$ cat src/rtl/load_unit.sv
// Load unit: extracts, aligns and sign/zero-extends LB/LH/LW/LBU/LHU data from the data memory.
// Define LOAD_WRAP_COMPAT_EN to wrap straddling loads within one word instead of splitting them.
module load_unit #(
    parameter int unsigned MP_WIDTH = 32
) (
    input  logic                iclk,
    input  logic                irst_n,
    input  logic                ivalid,
    output logic                oready,
    input  logic [MP_WIDTH-1:0] iaddr,
    input  logic [2:0]          ifunct3,
    output logic [MP_WIDTH-1:0] omem_pos,
    input  logic [MP_WIDTH-1:0] imem_rdata,
    output logic [MP_WIDTH-1:0] ordata,
    output logic                ordata_valid,
    output logic                omisaligned,
    output logic                oerr
);

    typedef enum logic [0:0] {StIdle, StSecond} state_e;

    state_e              state_q;
    logic [MP_WIDTH-1:0] lat_addr_q;
    logic [2:0]          lat_funct3_q;
    logic [MP_WIDTH-1:0] lat_word_q;

    logic                legal;
    logic                split;
    logic [1:0]          offset;
    logic [2:0]          lane;
    logic [2:0]          split_lane;
    logic [MP_WIDTH-1:0] single_raw;
    logic [MP_WIDTH-1:0] split_raw;
    logic [MP_WIDTH-3:0] next_word;

    function automatic logic [MP_WIDTH-1:0] extend(input logic [MP_WIDTH-1:0] raw,
                                                   input logic [2:0]          funct3);
        logic [MP_WIDTH-1:0] res;
        case (funct3)
            3'b000:  res = {{(MP_WIDTH-8){raw[7]}}, raw[7:0]};
            3'b001:  res = {{(MP_WIDTH-16){raw[15]}}, raw[15:0]};
            3'b100:  res = {{(MP_WIDTH-8){1'b0}}, raw[7:0]};
            3'b101:  res = {{(MP_WIDTH-16){1'b0}}, raw[15:0]};
            default: res = raw;
        endcase
        return res;
    endfunction

    always_comb begin
        legal = 1'b0;
        case (ifunct3)
            3'b000, 3'b001, 3'b010, 3'b100, 3'b101: legal = 1'b1;
            default:                                legal = 1'b0;
        endcase
    end

`ifdef LOAD_WRAP_COMPAT_EN
    // Word loads ignore the low address bits; halves rotate within the same word.
    assign offset = (ifunct3[1:0] == 2'b10) ? 2'b00 : iaddr[1:0];
    assign split  = 1'b0;
`else
    assign offset = iaddr[1:0];
    assign split  = legal && ((ifunct3[1:0] == 2'b01) ? (iaddr[1:0] == 2'b11)
                                                     : ((ifunct3[1:0] == 2'b10) &&
                                                        (iaddr[1:0] != 2'b00)));
`endif

    // Byte i of the result comes from lane offset+i; lanes 4..7 belong to the following word.
    always_comb begin
        lane       = 3'b000;
        split_lane = 3'b000;
        single_raw = '0;
        split_raw  = '0;
        for (int i = 0; i < 4; i++) begin
            lane       = {1'b0, offset} + 3'(i);
            split_lane = {1'b0, lat_addr_q[1:0]} + 3'(i);
            single_raw[8*i +: 8] = imem_rdata[{lane[1:0], 3'b000} +: 8];
            split_raw[8*i +: 8]  = split_lane[2] ? imem_rdata[{split_lane[1:0], 3'b000} +: 8]
                                                 : lat_word_q[{split_lane[1:0], 3'b000} +: 8];
        end
    end

    assign next_word = lat_addr_q[MP_WIDTH-1:2] + (MP_WIDTH-2)'(1);
    assign oready    = (state_q == StIdle);
    assign omem_pos  = oready ? iaddr : {next_word, 2'b00};

    always_ff @(posedge iclk or negedge irst_n) begin
        if (!irst_n) begin
            state_q      <= StIdle;
            lat_addr_q   <= '0;
            lat_funct3_q <= 3'b000;
            lat_word_q   <= '0;
            ordata       <= '0;
            ordata_valid <= 1'b0;
            omisaligned  <= 1'b0;
            oerr         <= 1'b0;
        end else begin
            ordata_valid <= 1'b0;
            omisaligned  <= 1'b0;
            oerr         <= 1'b0;
            case (state_q)
                StIdle: begin
                    if (ivalid) begin
                        if (!legal) begin
                            ordata       <= '0;
                            ordata_valid <= 1'b1;
                            oerr         <= 1'b1;
                        end else if (split) begin
                            lat_addr_q   <= iaddr;
                            lat_funct3_q <= ifunct3;
                            lat_word_q   <= imem_rdata;
                            state_q      <= StSecond;
                        end else begin
                            ordata       <= extend(single_raw, ifunct3);
                            ordata_valid <= 1'b1;
                        end
                    end
                end
                StSecond: begin
                    ordata       <= extend(split_raw, lat_funct3_q);
                    ordata_valid <= 1'b1;
                    omisaligned  <= 1'b1;
                    state_q      <= StIdle;
                end
                default: state_q <= StIdle;
            endcase
        end
    end

endmodule

$ cat config.mk
export PLATFORM = sky130hd
export DESIGN_NAME = load_unit
export DESIGN_NICKNAME = d
export VERILOG_FILES = /design/src/rtl/load_unit.sv
export SDC_FILE = /design/constraint.sdc
export NUM_CORES = 1
export LEC_CHECK = 0
export CAP_MARGIN = 20
export CORE_ASPECT_RATIO = 0.75
export CORE_MARGIN = 1
export CORE_UTILIZATION = 30
export DETAILED_ROUTE_END_ITERATION = 8
export DONT_BUFFER_PORTS = 1
export PLACE_DENSITY = 0.44
export SLEW_MARGIN = 5
export SYNTH_ARGS = -nofsm -noshare
export SYNTH_HDL_FRONTEND = slang
export SYNTH_SLANG_ARGS = --single-unit
$ cat constraint.sdc
create_clock -name iclk -period 8.8 [get_ports iclk]
set_clock_uncertainty 0.2 [all_clocks]
set_input_delay 0.88 -clock iclk [delete_from_list [all_inputs] [get_ports iclk]]
set_output_delay 0.88 -clock iclk [all_outputs]
set_load 0.01 [all_outputs]
==> results_dict.tcl, run 1 <==
set metrics [dict create \
    status "completed" \
    grt_usage_pct 17.9 \
    worstPathCellList "inv_1, ha_1, nor2b_1, a22oi_1, a31oi_4, a21bo_4, or3_1" \
    numPortBuffers 0 \
    hold_viol_final 0 \
    holdCritPathClass "in -> async" \
    syn_area_um2 7310 \
    fmax_mhz 248 \
    crit_fanout 19 \
    syn2layout_area_growth_pct 8.79 \
    coreArea_um2 24000 \
    numCtsBuffers 9 \
    crit_arrival_ns 4.06 \
    hold_buffers 1 \
    critPathSlowestCell "ha_1" \
    dp_slack_ns 4.77 \
    slew_viol_final 0 \
    maxSlewHeadroom_pct 25.4 \
    dieArea_um2 25000 \
    globalplace.congestion 0.843 \
    clock_latency_ns 0.35 \
    tightest_slew_ns 1.12 \
    critPathCaptureType "register" \
    clk_pin_slew_ns 0.08 \
    synth_nets 691 \
    synthTopCellsByArea "dfrtp_1 (35%), mux4_2 (22%), mux2_2 (10%)" \
    dr.pass1.iters 5 \
    rsz0062_at_grt "false" \
    final.setup.tns_ns 0 \
    maxCapViolations 0 \
    grt_first_pass_wirelength_um 33500 \
    synth-edff-count 0 \
    cp_top_family "adder cells" \
    synth_cells 615 \
    drt_iter0_markers 364 \
    setup_viol 0 \
    n_antenna_cell 0 \
    utilization_pct 33.2 \
    vias 5391 \
    synth_ff_type "dfrtp_1" \
    grt_pass1_vias 5309 \
    grt_overflow_total 0 \
    die_h_um 137 \
    ys_seq_area_share_pct 35.2 \
    fp.dieW_um 182 \
    ioPinCount 138 \
    power_w 0.00179 \
    drive_above_1_share_pct 28.2 \
    cp_num_buf_inv 1 \
    yosys_warnings 0 \
    drt_wl_total_um 22300 \
    p_per_area_nw_per_um2 225 \
    clock_path_buffers 2 \
    cts_sinks 103 \
    synth-async-reset-ratio_pct 100 \
    synth.top_cell.area_share_pct 35.2 \
    startpoint_type "register" \
    p_leak_nw 3.02 \
    antenna_found_initial 0 \
    rows 49 \
    drc_errors 0 \
    yosys.area.top_type "dfrtp_1" \
    cp_data_required_time_ns 8.83 \
    post-route-period-util_pct 45.8 \
    synth_common_cells "dfrtp_1 (103), mux4_2 (70), mux2_2 (66)" \
    ir_drop_mv 0.146 \
    post_cts.repair.setup_buffers 0 \
    cts_root_buffer "clkbuf_16" \
    max_stage_delay_ns 1.08 \
    yosysMostFrequentCell "dfrtp_1" \
    grt_max_degree 89 \
    cts_resized 0 \
    worst_slack_ns 4.77 \
    h-tree-depth 3 \
    syn_avg_cell_area_um2 11.9 \
    ant_nets 0 \
    num-nets-final 664 \
    cts_tree "done" \
    ys_ff_latch 103 \
    fin_crit_ns 4.03 \
    startpoint "lat_addr_q[1]" \
    start_util_pct 30.5 \
    dp_hpwl_um 15000 \
    via_per_inst 5.84 \
    r2r_start "lat_addr_q[1]" \
    criticalPathCategory "reg -> reg" \
    synth_cell_types 47 \
    wl_per_cell_um 24.2 \
]
==> cells in the final DEF (no fill, tap or decap), types with 7 or more instances in the layout <==
cell / count
a22oi_1: 17
inv_1: 8
nor2b_1: 10
a32o_1: 8
xor2_1: 18
nand3_1: 17
o311ai_0: 7
a21oi_1: 38
nand2_1: 31
a2111o_1: 7
dfrtp_1: 101
o21ai_0: 15
nor2_1: 58
or3_1: 8
mux2i_1: 23
xnor2_1: 10
clkbuf_16: 9
mux2_2: 66
mux4_2: 70
==> layer usage <==
| metal | vias up | routed length [um] | share of wire, % | global-route usage, % |
|---|---|---|---|---|
| met1 | 2816 | 9730 | 44 | 24.9 |
| met5 | - | 0 | 0 | 0 |
| met4 | 0 | 256 | 1.1 | 3.92 |
| li1 | 2339 | - | - | - |
| met3 | 22 | 2240 | 10 | 6.93 |
| met2 | 214 | 10100 | 45 | 26.4 |
==> power breakdown <==
part / switching [W] / internal (W) / leakage [nW]
Combinational: 0.000257 / 0.000346 / 1.60
Clock: 0.000189 / 0.000250 / 0.153
Sequential: 0.000161 / 0.000587 / 1.27
Total: 0.000608 / 0.00118 / 3.02
==> logic make-up after synthesis <==
group | synth area share [%]
simple gates | 10.3
buf+inv | 3.25
fa+ha+maj | 1.03
flops | 35.2
xor+xnor | 3.35
mux | 37.0
compound gates | 9.84
==> stage by stage <==
| step | cell area, um^2 | cells | hold WS (ns) |
|---|---|---|---|
| 3_3_place_gp | 7580 | 904 | 0.313 |
| 6_report | 7960 | 923 | 0.0284 |
| 2_1_floorplan | 7310 | 615 | 0.152 |
| 5_1_grt | 7960 | 923 | 0.000915 |
| 4_1_cts | 7930 | 921 | 0.00152 |
| 3_5_place_dp | 7600 | 905 | 0.327 |
==> layout make-up <==
cell class | count | area [um^2]
Tap cell | 331 | 414
Sequential cell | 103 | 2580
Inverter | 8 | 30.0
Clock inverter | 5 | 82.6
Multi-Input combinational cell | 457 | 4520
Clock buffer | 10 | 229
Fill cell | 2381 | 16000
Timing Repair Buffer | 9 | 105
==> worst paths after layout <==
path                                         to  slack, ns  cells after the start
worst max register to register       ordata[31]       4.77                      7
worst max-delay path                 ordata[31]       4.77                      7
worst min register to register   lat_addr_q[31]       0.34                      1
worst min-delay path            lat_funct3_q[2]       0.03                      0
min in group iclk                lat_addr_q[31]       0.34                      1
max in group asynchronous               state_q       7.01                      1
==> flip-flops by register name (all words and copies together), names as in the netlist <==
signal,cells
ordata_valid,1
state_q,1
lat_funct3_q,3
omisaligned,1
lat_word_q,32
ordata,32
lat_addr_q,32
oerr,1
==> worst reg2reg max path, delay by kind of cell, from the launching register on <==
| family | cells | cell delay [ns] |
|---|---|---|
| adder cells (fa/ha/maj) | 1 | 1.08 |
| flip-flops | 1 | 1.06 |
| AO/OA/AOI/OAI | 3 | 0.79 |
| AND/OR/NAND/NOR | 2 | 0.60 |
| buffers and inverters | 1 | 0.16 |
Note: power is estimated with default switching activity, not from simulation.
==> inputs of run 2 (changes only) <==
==> constraint.sdc (replaced) <==
create_clock -name iclk -period 4 [get_ports iclk]
set_clock_uncertainty 0.2 [all_clocks]
set_input_delay 0.4 -clock iclk [delete_from_list [all_inputs] [get_ports iclk]]
set_output_delay 0.4 -clock iclk [all_outputs]
set_load 0.01 [all_outputs]
==> run 2 against run 1 <==
Against the previous run:
- sequential power increased by 120%
- largest power group unchanged
- total power up 120%
- wire length increased by 4.4%
- clock power up 110%
- die area unchanged
- design area increased by 8.5%
- sequential share of layout area shrank 2.5 points
- setup slack got worse by 4.2 ns
- critical path depth shrank 1
==> results_dict.tcl, run 2 (synthesized netlist as in run 1, its figures left out) <==
set metrics [dict create \
    status "completed" \
    final_cell_mix "dfrtp_1 (101), mux4_2 (70), dlygate4sd3_1 (67)" \
    cts_resized 0 \
    h-tree-depth 3 \
    tightest_slew_ns 0.971 \
    holdCritPathClass "in -> reg" \
    cp_top_family "simple AND/OR/NAND/NOR gates" \
    drt_iter0_markers 332 \
    worstPathCellList "ha_1, nand3_1, nor4_2, nand4_1, xor2_1, a21oi_1" \
    cp_data_required_time_ns 3.40 \
    coreArea_um2 24000 \
    num-nets-final 734 \
    crit_arrival_ns 2.82 \
    final_common_cell "dfrtp_1" \
    grt_max_degree 104 \
    criticalPathCategory "reg -> out" \
    critPathSlowestCell "nor4_2" \
    fin_crit_ns 3.42 \
    dr.pass1.iters 5 \
    p_per_area_nw_per_um2 463 \
    globalplace.congestion 0.820 \
    start_util_pct 30.5 \
    grt_use_met1_pct 27.1 \
    via_per_inst 5.67 \
    drive_above_1_share_pct 26.1 \
    rsz0062_at_grt "false" \
    cts_sinks 103 \
    ir_drop_mv 0.216 \
    fmax_mhz 292 \
    cp_num_buf_inv 0 \
    rows 49 \
    p_leak_nw 3.30 \
    grt_first_pass_wirelength_um 35000 \
    startpoint_type "register" \
    max_stage_delay_ns 0.87 \
    maxSlewHeadroom_pct 34.8 \
    post-route-period-util_pct 85.5 \
    n_antenna_cell 0 \
    post_cts.repair.setup_buffers 0 \
    drt_wl_total_um 23300 \
    numCtsBuffers 9 \
    top_regs "lat_addr_q: 32 flops, lat_word_q: 32 flops, ordata: 32 flops" \
    numPortBuffers 0 \
    drc_errors 0 \
    maxCapViolations 0 \
    grt_pass1_vias 5539 \
    hold_viol_final 0 \
    power_w 0.00400 \
    clock_latency_ns 0.36 \
    cts_tree "done" \
    clock_path_buffers 2 \
    ioPinCount 138 \
    grt_overflow_total 0 \
    antenna_found_initial 0 \
    dieArea_um2 25000 \
    fp.dieW_um 182 \
    vias 5637 \
    syn2layout_area_growth_pct 18.0 \
    setup_viol 0 \
    crit_fanout 8 \
    cts_root_buffer "clkbuf_16" \
    ant_nets 0 \
    grt_use_met2_pct 26.7 \
    die_h_um 137 \
    wl_per_cell_um 23.5 \
    met3_usage_pct 6.34 \
    slew_viol_final 0 \
    clk_pin_slew_ns 0.07 \
    grt_usage_pct 18.8 \
    dp_hpwl_um 15400 \
    final.setup.tns_ns 0 \
    critPathCaptureType "output pin" \
    busiest_layer "met1" \
]
==> run 2: timing repair <==
action / 4_1_cts / 5_1_grt
endpoints found under the setup margin: 0 / 0
hold buffers: 68 / 0
hold endpoints to repair: 170 / 0
==> run 2: report_power, final <==
group | leakage, nW | internal (W) | total, W | switching [W]
combinational | 1.89 | 0.000808 | 0.00143 | 0.000621
clock | 0.138 | 0.000503 | 0.000928 | 0.000425
sequential | 1.27 | 0.00129 | 0.00164 | 0.000349
==> run 2: area by class of cell <==
class                           instances  area, um^2
Clock buffer                           11         243
Clock inverter                          5        57.6
Fill cell                            2361       15300
Inverter                                8        30.0
Multi-Input combinational cell        457        4520
Sequential cell                       103        2580
Tap cell                              331         414
Timing Repair Buffer                   79         793
==> run 2: path summary, 6_finish.rpt <==
kind                           startpoint        endpoint  slack [ns]  depth (start not counted)
max                         lat_addr_q[2]    omem_pos[28]        0.58                          6
max in group asynchronous          irst_n   lat_addr_q[0]        2.72                          2
min in group asynchronous          irst_n  lat_addr_q[12]        0.46                          2
max reg2reg                 lat_addr_q[1]      ordata[24]        0.86                          6
min reg2reg                lat_addr_q[31]  lat_addr_q[31]        0.35                          1
min                            ifunct3[1]            oerr        0.07                          2
==> run 2: metrics by stage <==
stage	worst slack, ns	std cells	utilization, %	cell area (um^2)	hold WS, ns
after floorplan	0.569	615	-	7310	-0.0956
after global placement	0.905	910	31.8	7630	-0.0914
after detailed placement	0.873	910	31.8	7630	-0.0915
after CTS	0.650	994	36.0	8630	0.0534
after global routing	0.424	994	36.0	8630	0.0748
final	0.580	994	36.0	8630	0.0687
==> run 2: per-layer routing <==
layer / part of all wire (%) / routed length, um
met1: 46 / 10700
met2: 44 / 10200
met3: 8.8 / 2050
met4: 1.5 / 356
met5: 0 / 0
==> run 2: worst register-to-register path, stage by stage, from the launching register on <==
cell and delay [ns]:
dfrtp_1 0.69, ha_1 0.59, mux2_2 0.40, a2bb2oi_1 0.18, a31oi_4 0.26, a21bo_4 0.32, or3_1 0.38
